File: src/rtl/pipeline_ctrl.sv
// pipeline_ctrl: central stall/flush controller for the five-stage pipeline.
// It merges per-stage stall requests and runs the multi-cycle divide
// sequencer. It also runs the exception/ERET redirect sequencer, which holds
// off a PC redirect while an instruction-bus read is still outstanding.
// Optional feature macro: PIPE_STALL_CNT_EN adds stall/flush event counters.
module pipeline_ctrl #(
  parameter int unsigned DIV_LAT   = 32,
  parameter logic [31:0] EXC_ENTRY = 32'hBFC0_0380
) (
  input  logic        cpu_clk_50M,
  input  logic        cpu_rst_n,
  input  logic        stallreq_if,
  input  logic        stallreq_id,
  input  logic        stallreq_mem,
  input  logic        div_start,
  input  logic        exc_valid,
  input  logic        exc_eret,
  input  logic [31:0] cp0_epc,
  input  logic        if_busy,
  output logic [5:0]  stall,
  output logic        flush,
  output logic        redirect,
  output logic [31:0] flush_pc,
  output logic        div_busy,
  output logic        div_done
`ifdef PIPE_STALL_CNT_EN
  ,
  output logic [31:0] stall_cycles,
  output logic [31:0] flush_cnt
`endif
);

  // Counter only has to hold DIV_LAT-1, so log2(DIV_LAT) bits are enough.
  localparam int unsigned CW = (DIV_LAT > 1) ? $clog2(DIV_LAT) : 1;
  localparam logic [CW-1:0] CNT_LOAD = CW'(DIV_LAT - 1);

  // Stall vector patterns; a set bit freezes that stage (0 PC .. 5 WB).
  localparam logic [5:0] STALL_MEM  = 6'b011111;
  localparam logic [5:0] STALL_DIV  = 6'b001111;
  localparam logic [5:0] STALL_ID   = 6'b000111;
  localparam logic [5:0] STALL_IF   = 6'b000011;
  localparam logic [5:0] STALL_NONE = 6'b000000;

  typedef enum logic [1:0] {
    D_IDLE = 2'd0,
    D_BUSY = 2'd1,
    D_DONE = 2'd2
  } div_state_t;

  typedef enum logic {
    E_RUN   = 1'b0,
    E_DRAIN = 1'b1
  } exc_state_t;

  div_state_t    div_state, div_state_next;
  logic [CW-1:0] div_cnt, div_cnt_next;
  exc_state_t    exc_state, exc_state_next;
  logic [31:0]   drain_pc, drain_pc_next;

  logic [31:0]   exc_target;
  logic          exc_take;
  logic          flush_raw;
  logic          redirect_raw;
  logic [31:0]   pc_raw;
  logic [5:0]    stall_raw;

  // An exception or ERET is accepted only in E_RUN; in E_DRAIN it is ignored.
  assign exc_take   = (exc_state == E_RUN) && exc_valid;
  assign exc_target = exc_eret ? cp0_epc : EXC_ENTRY;

  // Exception sequencer: flush immediately, redirect once the I-bus is idle.
  always_comb begin
    exc_state_next = exc_state;
    drain_pc_next  = drain_pc;
    flush_raw      = 1'b0;
    redirect_raw   = 1'b0;
    pc_raw         = 32'h0;
    case (exc_state)
      E_RUN: begin
        if (exc_valid) begin
          flush_raw = 1'b1;
          if (!if_busy) begin
            redirect_raw = 1'b1;
            pc_raw       = exc_target;
          end else begin
            drain_pc_next  = exc_target;
            exc_state_next = E_DRAIN;
          end
        end
      end
      E_DRAIN: begin
        flush_raw = 1'b1;
        if (!if_busy) begin
          redirect_raw   = 1'b1;
          pc_raw         = drain_pc;
          drain_pc_next  = 32'h0;
          exc_state_next = E_RUN;
        end
      end
      default: begin
        exc_state_next = E_RUN;
        drain_pc_next  = 32'h0;
      end
    endcase
  end

  // Divide sequencer: a flush aborts it outright and suppresses div_done.
  always_comb begin
    div_state_next = div_state;
    div_cnt_next   = div_cnt;
    if (flush_raw) begin
      div_state_next = D_IDLE;
      div_cnt_next   = '0;
    end else begin
      case (div_state)
        D_IDLE: begin
          if (div_start) begin
            div_state_next = D_BUSY;
            div_cnt_next   = CNT_LOAD;
          end
        end
        D_BUSY: begin
          if (div_cnt == '0) begin
            div_state_next = D_DONE;
          end else begin
            div_cnt_next = div_cnt - CW'(1);
          end
        end
        D_DONE: begin
          // A still-high div_start here belongs to the finished divide.
          div_state_next = D_IDLE;
        end
        default: begin
          div_state_next = D_IDLE;
          div_cnt_next   = '0;
        end
      endcase
    end
  end

  // Stall merge: draining holds PC/IF, flush beats all, else deepest wins.
  always_comb begin
    stall_raw = STALL_NONE;
    if (exc_state == E_DRAIN) begin
      stall_raw = STALL_IF;
    end else if (flush_raw) begin
      stall_raw = STALL_NONE;
    end else if (stallreq_mem) begin
      stall_raw = STALL_MEM;
    end else if (div_state == D_BUSY) begin
      stall_raw = STALL_DIV;
    end else if (stallreq_id) begin
      stall_raw = STALL_ID;
    end else if (stallreq_if) begin
      stall_raw = STALL_IF;
    end
  end

  // State registers for both sequencers and the latched redirect target.
  always_ff @(posedge cpu_clk_50M or negedge cpu_rst_n) begin
    if (!cpu_rst_n) begin
      div_state <= D_IDLE;
      div_cnt   <= '0;
      exc_state <= E_RUN;
      drain_pc  <= 32'h0;
    end else begin
      div_state <= div_state_next;
      div_cnt   <= div_cnt_next;
      exc_state <= exc_state_next;
      drain_pc  <= drain_pc_next;
    end
  end

  // Combinational outputs are forced low while reset is held so that
  // consumers see a quiet controller regardless of the input levels.
  assign stall    = cpu_rst_n ? stall_raw    : STALL_NONE;
  assign flush    = cpu_rst_n ? flush_raw    : 1'b0;
  assign redirect = cpu_rst_n ? redirect_raw : 1'b0;
  assign flush_pc = cpu_rst_n ? pc_raw       : 32'h0;

  assign div_busy = (div_state == D_BUSY);
  assign div_done = (div_state == D_DONE);

`ifdef PIPE_STALL_CNT_EN
  // Performance counters: stalled cycles and accepted exceptions, wrapping.
  always_ff @(posedge cpu_clk_50M or negedge cpu_rst_n) begin
    if (!cpu_rst_n) begin
      stall_cycles <= 32'h0;
      flush_cnt    <= 32'h0;
    end else begin
      if (stall_raw != STALL_NONE) begin
        stall_cycles <= stall_cycles + 32'd1;
      end
      if (exc_take) begin
        flush_cnt <= flush_cnt + 32'd1;
      end
    end
  end
`else
  // Without the counters exc_take only documents the acceptance condition.
  logic unused_take;
  assign unused_take = exc_take;
`endif

endmodule
File: config.mk
export PLATFORM = sky130hd
export DESIGN_NAME = pipeline_ctrl
export DESIGN_NICKNAME = d
export VERILOG_FILES = /design/src/rtl/pipeline_ctrl.sv
export SDC_FILE = /design/constraint.sdc
export NUM_CORES = 1
export LEC_CHECK = 0
export CAP_MARGIN = 20
export CORE_ASPECT_RATIO = 1.25
export CORE_UTILIZATION = 55
export CTS_CLUSTER_DIAMETER = 30
export DETAILED_ROUTE_END_ITERATION = 8
export DONT_BUFFER_PORTS = 1
export PLACE_DENSITY = 0.78
export RECOVER_POWER = 25
export SLEW_MARGIN = 0
export SYNTH_ARGS = -nofsm -noshare
export SYNTH_HDL_FRONTEND = slang
export SYNTH_SLANG_ARGS = --single-unit
File: constraint.sdc
create_clock -name cpu_clk_50M -period 4.7 [get_ports cpu_clk_50M]
set_input_delay 0.705 -clock cpu_clk_50M [delete_from_list [all_inputs] [get_ports cpu_clk_50M]]
set_output_delay 0.705 -clock cpu_clk_50M [all_outputs]
set_load 0.01 [all_outputs]
==> results of run 1 <==
routing by layer:
| metal | routed length, µm | track usage (%) | up-vias |
|---|---|---|---|
| li1 | - | - | 959 |
| met2 | 2320 | 33.9 | 83 |
| met1 | 2170 | 27.0 | 901 |
| met4 | 64 | 6.67 | 0 |
| met3 | 404 | 5.60 | 8 |
| met5 | 0 | 0 | - |
flip-flops by register name, indices dropped and copies added, names as in the netlist:
signal	cells
div_state	2
exc_state	1
div_cnt	5
drain_pc	32
per-stage QoR:
| step | cell area (µm²) | util, % | power [W] | std cells |
|---|---|---|---|---|
| after CTS | 2490 | 59.8 | 0.000790 | 336 |
| final | 2510 | 60.2 | 0.000784 | 337 |
| after detailed placement | 2400 | 57.7 | 0.000559 | 328 |
| after floorplan | 2430 | - | 0.000540 | 292 |
| after global routing | 2510 | 60.2 | 0.000829 | 337 |
| after global placement | 2400 | 57.7 | 0.000554 | 328 |
worst paths after layout:
| check | depth (start not counted) | end | start | slack (ns) |
|---|---|---|---|---|
| max | 5 | flush_pc[13] | exc_state$_DFF_PN0_ | 1.69 |
| min | 0 | drain_pc[1]$_DFFE_PN0P_ | cpu_rst_n | 0.11 |
| max reg2reg | 5 | drain_pc[16]$_DFFE_PN0P_ | exc_state$_DFF_PN0_ | 2.54 |
| min reg2reg | 2 | drain_pc[22]$_DFFE_PN0P_ | drain_pc[22]$_DFFE_PN0P_ | 0.48 |
| max in group asynchronous | 0 | drain_pc[17]$_DFFE_PN0P_ | cpu_rst_n | 4.49 |
| min in group cpu_clk_50M | 2 | drain_pc[22]$_DFFE_PN0P_ | drain_pc[22]$_DFFE_PN0P_ | 0.48 |
kinds of logic after synthesis:
logic type                 after synthesis  share of synthesized area [%]
DFF                                     40                           41.1
buffers and inverters                   39                           7.61
other                                    1                          0.154
muxes                                    1                          0.411
adders and majority gates                1                          0.514
and+or+nand+nor                        118                           23.7
AOI/OAI and AO/OA                       92                           26.5
worst max-delay path: stages (launching register included):
cell and delay (ns):
dfrtp_1 0.58, nand2b_4 0.32, nor3b_4 0.59, buf_8 0.24, a22oi_2 0.06, nor2b_1 0.23
cell type report:
class	instances	area, µm²	share of cell area (%)
clock buffer	8	90.1	3.59
tap	56	70.1	2.80
sequential	40	1000	39.9
inverter	17	63.8	2.55
timing repair buffer	3	30.0	1.20
multi-input combinational	213	1250	49.9
cell usage in the layout, fill, tap and decap left out, drive strengths merged, types with 2 or more instances in the layout:
| master | count |
|---|---|
| a21boi | 2 |
| a21oi | 27 |
| clkbuf | 8 |
| nand3 | 4 |
| inv | 17 |
| o21ai | 35 |
| nand2 | 57 |
| nor2 | 21 |
| a31oi | 4 |
| a22oi | 20 |
| buf | 3 |
| nor2b | 25 |
| and3 | 2 |
| dfrtp | 40 |
synth_stat cells:
cell and count:
o311ai_0 1, a21oi_1 27, clkbuf_1 10, a31oi_1 4
o21ai_1 20, o311a_1 1, inv_1 15, o21ba_2 1
nor2_2 1, nor4b_4 1, a2111oi_2 1, nor3_1 1
nand2b_4 1, buf_2 7, or3_1 1, a22oi_2 20
conb_1 1, nor2_1 20, nand3_1 4, o21ai_0 15
and3_1 2, buf_6 3, or4_1 1, nor3b_4 1
a21boi_0 2, buf_4 2, ha_1 1, nand2_1 57
and2_1 1, inv_2 2, dfrtp_1 40, nor4_1 1
nor2b_1 25, mux2i_1 1, or2_0 1
power breakdown:
group          switching (W)  internal (W)
Combinational      0.0000838     0.0000547
Clock               0.000111      0.000120
Sequential         0.0000316      0.000383
==> run_results.csv, run 1 <==
group,metric,value,unit
setup_path,worst-endpoint-arrival,2.30,ns
clock_tree,worstSkewPairLatency,0.28,ns
clock_tree,number_of_buffers_inserted_for_hold_repair_after_clock_tree_synthesis,0,
routing,routed-via-count,1951,
layout,antenna_cells,0,
clock_tree,tritoncts_clock_tree,"done",
floorplanning,boundaryPins,83,
routing,avgRoutedWirePerCell,14.7,µm
synthesis,syn_area_cell,8.34,µm²
clock_tree,numCtsBuffers,5,
synthesis,synth_top_cell_by_area,"dfrtp_1",
synthesis,synthesis.yosys.warnings,0,
layout,drive_above_1_share,13.5,%
sta,totalNegativeSetupSlack,0,ns
floorplanning,width_of_the_die,61.5,µm
clock_tree,post_cts_resized,0,
clock_tree,clkTransAtPathRegs,0.07,ns
floorplanning,die_area,0.00470,mm²
floorplanning,floorplan.rows,26,
sta,fin_crit_sh,64.0,%
clock_tree,cts-root-to-sink-buffers,2,
sta,grt_setup_unrepaired,"no",
sta,finalHoldWorstSlack,0.109,ns
sta,drv_slew,0,
routing,final_wirelength,4960,µm
synthesis,post-synth-top-area-fraction,41.1,%
clock_tree,cts.sink_count,40,
placement,globalplace.congestion,0.829,
sta,final_setup_fails,0,
grt,grt_use_total,21.1,%
placement,placement.io_buffers,0,
layout,fin_nets,322,
sta,timing.final.ws_setup,1.69,ns
grt,antenna_found_initial,0,
synthesis,synth_sequential_area_ratio,41.1,%
outcome,status,"complete, no violations",
sta,worstMarginPinSlew,0.936,ns
routing,drt_first_iter_violations,121,
routing,drt.antenna.violating_nets,0,
power_and_ir_drop,power_leakage,1.02,nW
synthesis,syn_inst,292,
power_and_ir_drop,vdd_ir_drop_max,0.000167,V
synthesis,synth_fp_nets,334,
grt,first_global_vias,1802,
clock_tree,cts_htree_levels,2,
sta,achievable-frequency,332,MHz
grt,grt_overflow_total,0,
synthesis,ys_top_cells_by_area,"dfrtp_1 (41%), a22oi_2 (10%), nand2_1 (8.8%), nor2b_1 (6.4%), a21oi_1 (5.5%)",
layout,fillCellCount,384,
worst_hold_path,min_path_type,"in2async",
placement,hpwl,3360,µm
power_and_ir_drop,power.density_cell_area,313,mW/mm²
routing,detailedRoute.firstPassIterationCount,4,
routing,route.detailed.vias_per_inst,5.79,
routing,route.detailed.drc,0,
sta,final.setup_skew,0.00444,ns
clock_tree,post-cts-setup-buffers,0,
sta,minimum_clock_period_after_layout,3.01,ns
setup_path,timing.critical_path.fanout_max,19,
grt,grt_start_max_net_pins,66,
floorplanning,start_util,58.5,%
setup_path,worstSetupStartpointType,"flip-flop",
sta,max_slew_margin,37.6,%
setup_path,critPathKind,"reg2out",
placement,post-place-ws,1.74,ns
layout,syn_to_final_growth,2.93,%
setup_path,cp.required,3.99,ns
floorplanning,die-height,76.4,µm
floorplanning,core,0.00416,mm²
grt,grt_pass1_wl,7770,µm
sta,finalHoldViolCount,0,
synthesis,synthesis.area,0.00243,mm²
synthesis,ys_ff_latch,40,
synthesis,netlist-cell-type-count,35,
clock_tree,root_buffer,"clkbuf_8",
job,drv_cap,0,
setup_path,end_kind,"output pin",
(Power assumes the default switching activity.)
==> run 2, diff against run 1 <==
==> constraint.sdc (replaced) <==
create_clock -name cpu_clk_50M -period 3.1 [get_ports cpu_clk_50M]
set_input_delay 0.465 -clock cpu_clk_50M [delete_from_list [all_inputs] [get_ports cpu_clk_50M]]
set_output_delay 0.465 -clock cpu_clk_50M [all_outputs]
set_load 0.01 [all_outputs]
==> run 2 against run 1 <==
  * The run now ends with capacitance limit, slew limit left
  * Total power up 46%
  * Clock power up 29%
  * Register-to-register slack worse by 1.6 ns
  * Largest power group unchanged
==> run_results.csv, run 2 (same netlist as run 1, synthesis figures left out) <==
group,metric,value,unit
sta,final_setup_fails,0,
routing,detailedRoute.firstPassIterationCount,4,
setup_path,timing.critical_path.fanout_max,20,
clock_tree,post_cts_resized,0,
floorplanning,die_area,0.00470,mm²
floorplanning,boundaryPins,83,
routing,drt.antenna.violating_nets,0,
sta,finalHoldViolCount,0,
sta,totalNegativeSetupSlack,0,ns
outcome,violated_checks,"capacitance limit, slew limit",
routing,avgRoutedWirePerCell,14.6,µm
floorplanning,die-height,76.4,µm
setup_path,end_kind,"output pin",
sta,fin_crit_sh,81.4,%
layout,biggestRegsByFlops,"drain_pc (32), div_cnt (5), div_state (2)",
layout,largest_register_ff_count,32,
worst_hold_path,min_path_type,"in2reg",
placement,hpwl,3260,µm
grt,grt_start_max_net_pins,41,
placement,globalplace.congestion,0.862,
worst_hold_path,worst_hold_path.endpoint,"drain_pc[12]$_DFFE_PN0P_",
floorplanning,start_util,58.5,%
setup_path,critPathKind,"reg2out",
setup_path,worst_r2r_endpoint,"drain_pc[5]$_DFFE_PN0P_",
setup_path,worstSetupStartpointType,"flip-flop",
setup_path,regToRegSetupSlack,0.93,ns
power_and_ir_drop,share_seq_of_total_power,54.9,%
floorplanning,floorplan.rows,26,
clock_tree,cts.sink_count,40,
job,drv_cap,1,
layout,mostFrequentLayoutCells,"nand2_1 (57), dfrtp_1 (40), a21oi_1 (27)",
layout,final-seq-area,0.00100,mm²
layout,drive_above_1_share,13.3,%
sta,minimum_clock_period_after_layout,2.52,ns
setup_path,cp.required,2.63,ns
layout,antenna_cells,0,
power_and_ir_drop,power.combinational.fraction,19.0,%
setup_path,r2r_cells,4,
placement,placement.io_buffers,0,
sta,drv_slew,41,
clock_tree,clkTransAtPathRegs,0.07,ns
layout,syn_to_final_growth,1.90,%
clock_tree,cts_htree_levels,2,
floorplanning,width_of_the_die,61.5,µm
power_and_ir_drop,power.density_cell_area,462,mW/mm²
outcome,status,"complete, but fails checks",
layout,registers.top_by_ff_count,"drain_pc",
sta,achievable-frequency,396,MHz
setup_path,worst-endpoint-arrival,2.06,ns
power_and_ir_drop,vdd_ir_drop_max,0.000273,V
routing,drt_first_iter_violations,94,
power_and_ir_drop,switching_share,29.4,%
sta,max_slew_margin,-43.7,%
setup_path,r2r_start,"exc_state$_DFF_PN0_",
grt,first_global_vias,1695,
clock_tree,cts-root-to-sink-buffers,2,
clock_tree,root_buffer,"clkbuf_8",
routing,final_wirelength,4880,µm
worst_hold_path,timing.hold.worst_path_depth,2,
clock_tree,worstSkewPairLatency,0.28,ns
grt,antenna_found_initial,0,
clock_tree,numCtsBuffers,5,
floorplanning,core,0.00416,mm²
layout,fillCellCount,392,
worst_hold_path,min_from,"cp0_epc[12]",
sta,final.setup_skew,0.00410,ns
grt,grt_overflow_total,0,
power_and_ir_drop,power_leakage,1.01,nW
sta,worstMarginPinSlew,2.16,ns
power_and_ir_drop,power.share.clock,26.1,%
grt,grt_use_total,21.5,%
grt,grt_pass1_wl,7710,µm
clock_tree,tritoncts_clock_tree,"done",
layout,fin_nets,323,
layout,multi_input_comb_area,0.00125,mm²
routing,routed-via-count,1937,
routing,route.detailed.drc,0,
layout,final_common_cell,"nand2_1",
sta,grt_setup_unrepaired,"no",
power_and_ir_drop,net-switching-power,0.000337,W
power_and_ir_drop,internal_power,0.000809,W
routing,route.detailed.vias_per_inst,5.78,
power_and_ir_drop,total_power_of_the_final_layout,0.00115,W
## run 2: critical path, stage by stage, from the launching register on
cell      delay (ns)
dfrtp_1         0.60
nand2b_4        0.33
nor3b_4         0.18
buf_4           0.34
a22oi_2         0.09
nor2b_1         0.24
## run 2: timing repair
item | in CTS | in global routing
buffers inserted | 0 | 0
endpoints found under the hold margin | 40 | 0
hold buffers | 1 | 0
## run 2: how the worst max path moves through the flow
stage	depth (start not counted)	slack, ns	from	to
after global placement	5	0.93	exc_state$_DFF_PN0_	flush_pc[21]
after global routing	5	0.44	exc_state$_DFF_PN0_	flush_pc[4]
after floorplan	5	1.23	div_state[0]$_DFFE_PN0P_	stall[1]
after detailed placement	5	0.88	exc_state$_DFF_PN0_	flush_pc[4]
final	5	0.58	exc_state$_DFF_PN0_	flush_pc[4]
after CTS	5	0.57	exc_state$_DFF_PN0_	flush_pc[4]
## run 2: area by class of cell
type | count | share of cell area, %
Sequential cell | 40 | 40.3
Clock buffer | 5 | 2.77
Multi-Input combinational cell | 213 | 50.4
Tap cell | 56 | 2.82
Timing Repair Buffer | 4 | 1.06
Inverter | 17 | 2.57
## run 2: stage by stage
stage / hold slack [ns] / utilization [%] / setup slack, ns / instances / cell area (µm²)
floorplan: 0.169 / - / 1.23 / 292 / 2430
global placement: 0.170 / 57.8 / 0.926 / 329 / 2410
detailed placement: 0.170 / 57.8 / 0.882 / 329 / 2410
CTS: 0.0221 / 60.0 / 0.574 / 335 / 2500
global route: 0.281 / 59.6 / 0.436 / 335 / 2480
finish: 0.303 / 59.6 / 0.575 / 335 / 2480
## run 2: power groups by stage
stage / clock [W] / combinational (W) / sequential, W
after floorplan: 0 / 0.000194 / 0.000625
after global placement: 0 / 0.000204 / 0.000636
after detailed placement: 0 / 0.000209 / 0.000638
after CTS: 0.000314 / 0.000223 / 0.000628
after global routing: 0.000336 / 0.000250 / 0.000636
final: 0.000299 / 0.000218 / 0.000629
## run 2: metal layers
| layer | track usage (%) | vias to the layer above | part of all wire (%) | wire, µm |
|---|---|---|---|---|
| li1 | - | 952 | - | - |
| met1 | 27.9 | 895 | 45 | 2220 |
| met2 | 33.4 | 80 | 45 | 2220 |
| met3 | 6.79 | 10 | 7.1 | 349 |
| met4 | 7.11 | 0 | 1.9 | 93 |
| met5 | 0 | - | 0 | 0 |
==> run 3, diff against run 2 <==
--- a/config.mk
+++ b/config.mk
@@ -11,7 +11,7 @@
 export CTS_CLUSTER_DIAMETER = 30
 export DETAILED_ROUTE_END_ITERATION = 8
 export DONT_BUFFER_PORTS = 1
-export PLACE_DENSITY = 0.78
+export PLACE_DENSITY = 0.81
 export RECOVER_POWER = 25
 export SLEW_MARGIN = 0
 export SYNTH_ARGS = -nofsm -noshare
==> constraint.sdc (replaced) <==
create_clock -name cpu_clk_50M -period 2 [get_ports cpu_clk_50M]
set_input_delay 0.3 -clock cpu_clk_50M [delete_from_list [all_inputs] [get_ports cpu_clk_50M]]
set_output_delay 0.3 -clock cpu_clk_50M [all_outputs]
set_load 0.01 [all_outputs]
==> run 3 against run 2 <==
  * The flow now finishes without violations
  * Sequential power up 54%
  * Clock power grew 120%
  * Clock skew grew 0.0039 ns
  * Utilization increased by 5.6 points
  * Critical endpoint is now flush_pc[0]
==> run_results.csv, run 3 (same netlist as run 1, synthesis figures left out) <==
group,metric,value,unit
power_and_ir_drop,power.combinational.fraction,19.4,%
placement,placement.io_buffers,0,
floorplanning,floorplan.rows,26,
setup_path,critPathKind,"reg2out",
setup_path,end_kind,"output pin",
layout,registers.top_by_ff_count,"drain_pc",
clock_tree,clkTransAtPathRegs,0.08,ns
sta,minimum_clock_period_after_layout,1.92,ns
clock_tree,numCtsBuffers,5,
grt,antenna_found_initial,0,
placement,detailed_place.area,0.00244,mm²
placement,globalplace.congestion,0.918,
setup_path,cp.required,1.70,ns
power_and_ir_drop,vdd_ir_drop_max,0.000518,V
grt,grt_start_max_net_pins,41,
floorplanning,die-height,76.4,µm
sta,fin_crit_sh,96.1,%
routing,drt.antenna.violating_nets,0,
grt,grt_overflow_total,0,
routing,route.detailed.vias_per_inst,5.75,
power_and_ir_drop,internal_power,0.00143,W
layout,fillCellCount,335,
sta,achievable-frequency,520,MHz
setup_path,critical_path.startpoint,"exc_state$_DFF_PN0_",
clock_tree,root_buffer,"clkbuf_8",
power_and_ir_drop,power.share.clock,32.3,%
setup_path,timing.critical_path.fanout_max,10,
routing,avgRoutedWirePerCell,15.8,µm
floorplanning,boundaryPins,83,
floorplanning,die_area,0.00470,mm²
sta,drv_slew,0,
routing,route.detailed.drc,0,
clock_tree,cts_htree_levels,2,
power_and_ir_drop,power.density_cell_area,739,mW/mm²
layout,final_common_cell,"nand2_1",
worst_hold_path,min_from,"cp0_epc[12]",
layout,biggestRegsByFlops,"drain_pc (32), div_cnt (5), div_state (2)",
sta,finalHoldViolCount,0,
grt,grt_pass1_wl,8320,µm
setup_path,worst_r2r_endpoint,"drain_pc[20]$_DFFE_PN0P_",
routing,drt_first_iter_violations,104,
layout,antenna_cells,0,
routing,routed-via-count,2002,
worst_hold_path,timing.hold.worst_path_depth,2,
worst_hold_path,min_path_type,"in2reg",
clock_tree,tritoncts_clock_tree,"done",
layout,fin_nets,333,
floorplanning,core,0.00416,mm²
sta,max_slew_margin,33.8,%
sta,totalNegativeSetupSlack,0,ns
power_and_ir_drop,net-switching-power,0.000582,W
clock_tree,worstSkewPairLatency,0.29,ns
setup_path,worst-endpoint-arrival,1.62,ns
power_and_ir_drop,share_seq_of_total_power,48.3,%
setup_path,regToRegSetupSlack,0.30,ns
layout,mostFrequentLayoutCells,"nand2_1 (57), dfrtp_1 (39), a21oi_1 (27)",
routing,detailedRoute.firstPassIterationCount,4,
floorplanning,width_of_the_die,61.5,µm
layout,largest_register_ff_count,32,
clock_tree,cts.sink_count,40,
floorplanning,start_util,58.5,%
setup_path,worstSetupStartpointType,"flip-flop",
placement,hpwl,3450,µm
clock_tree,cts-root-to-sink-buffers,2,
setup_path,worst_setup_path_endpoint,"flush_pc[0]",
routing,final_wirelength,5490,µm
power_and_ir_drop,power_leakage,1.12,nW
layout,layout.cell_area.non_filler,0.00272,mm²
layout,syn_to_final_growth,11.6,%
sta,final_setup_fails,0,
sta,final.setup_skew,0.00800,ns
layout,drive_above_1_share,24.7,%
sta,grt_setup_unrepaired,"no",
power_and_ir_drop,switching_share,29.0,%
grt,grt_use_total,23.1,%
setup_path,r2r_start,"exc_state$_DFF_PN0_",
setup_path,r2r_cells,4,
grt,first_global_vias,1873,
sta,worstMarginPinSlew,0.992,ns
job,drv_cap,0,
outcome,status,"complete, no violations",
[run 3: cell types whose count changed in the layout (fill, tap and decap cells not counted), sizes merged]
cell	change
buf	+7
clkbuf	+2
bufinv	+1
clkinv	+1
clkinvlp	+1
dlygate4sd3	+1
[run 3: routing by layer]
layer / vias to the layer above / part of all wire [%] / global-route usage [%]
met5: - / 0 / 0
li1: 975 / - / -
met3: 7 / 6.7 / 4.24
met1: 948 / 42 / 29.0
met2: 72 / 50 / 39.1
met4: 0 / 1.1 / 6.89
[run 3: critical path, stage by stage, from the launching register on]
cell and delay (ns):
dfrtp_2 0.42, nand2b_4 0.16, nor3b_4 0.15, buf_4 0.18, clkbuf_16 0.18, a22oi_2 0.06, nor2b_2 0.19
[run 3: stage by stage]
step	total power (W)	util [%]	setup slack, ns	hold slack, ns	std cells
final	0.00201	65.2	0.0784	0.128	348
after global routing	0.00213	65.2	0.00282	0.114	348
after CTS	0.00202	63.9	0.0477	0.116	344
after detailed placement	0.00133	58.7	0.252	0.00546	332
after global placement	0.00131	58.7	0.269	0.00536	332
after floorplan	0.00127	-	0.290	0.00441	292
[run 3: layout make-up]
class                           count  area, µm²  share of cell area (%)
Clock buffer                        5       68.8                    2.53
Clock inverter                      3       42.5                    1.57
Inverter                           17       63.8                    2.35
Multi-Input combinational cell    213       1310                    48.3
Sequential cell                    40       1000                    36.9
Tap cell                           56       70.1                    2.58
Timing Repair Buffer               14        156                    5.76
[run 3: power by group through the flow]
stage / Sequential [W] / Clock, W / Combinational [W]
floorplan: 0.000968 / 0 / 0.000301
global placement: 0.000981 / 0 / 0.000329
detailed placement: 0.000984 / 0 / 0.000343
CTS: 0.000970 / 0.000673 / 0.000380
global route: 0.000986 / 0.000704 / 0.000436
finish: 0.000970 / 0.000650 / 0.000389
[run 3: repair_timing]
action,4_1_cts,5_1_grt
hold endpoints to repair,40,0
cloned,0,2
resized for setup,21,3
setup buffers,2,2
hold buffers,2,0
endpoints found under the setup margin,22,15
[run 3: worst min path at each step]
stage,endpoint,slack (ns)
after floorplan,div_cnt[0]$_DFFE_PN0P_,0.004
after global placement,drain_pc[18]$_DFFE_PN0P_,0.005
after detailed placement,drain_pc[18]$_DFFE_PN0P_,0.005
after CTS,drain_pc[12]$_DFFE_PN0P_,0.12
after global routing,drain_pc[13]$_DFFE_PN0P_,0.11
final,drain_pc[12]$_DFFE_PN0P_,0.13
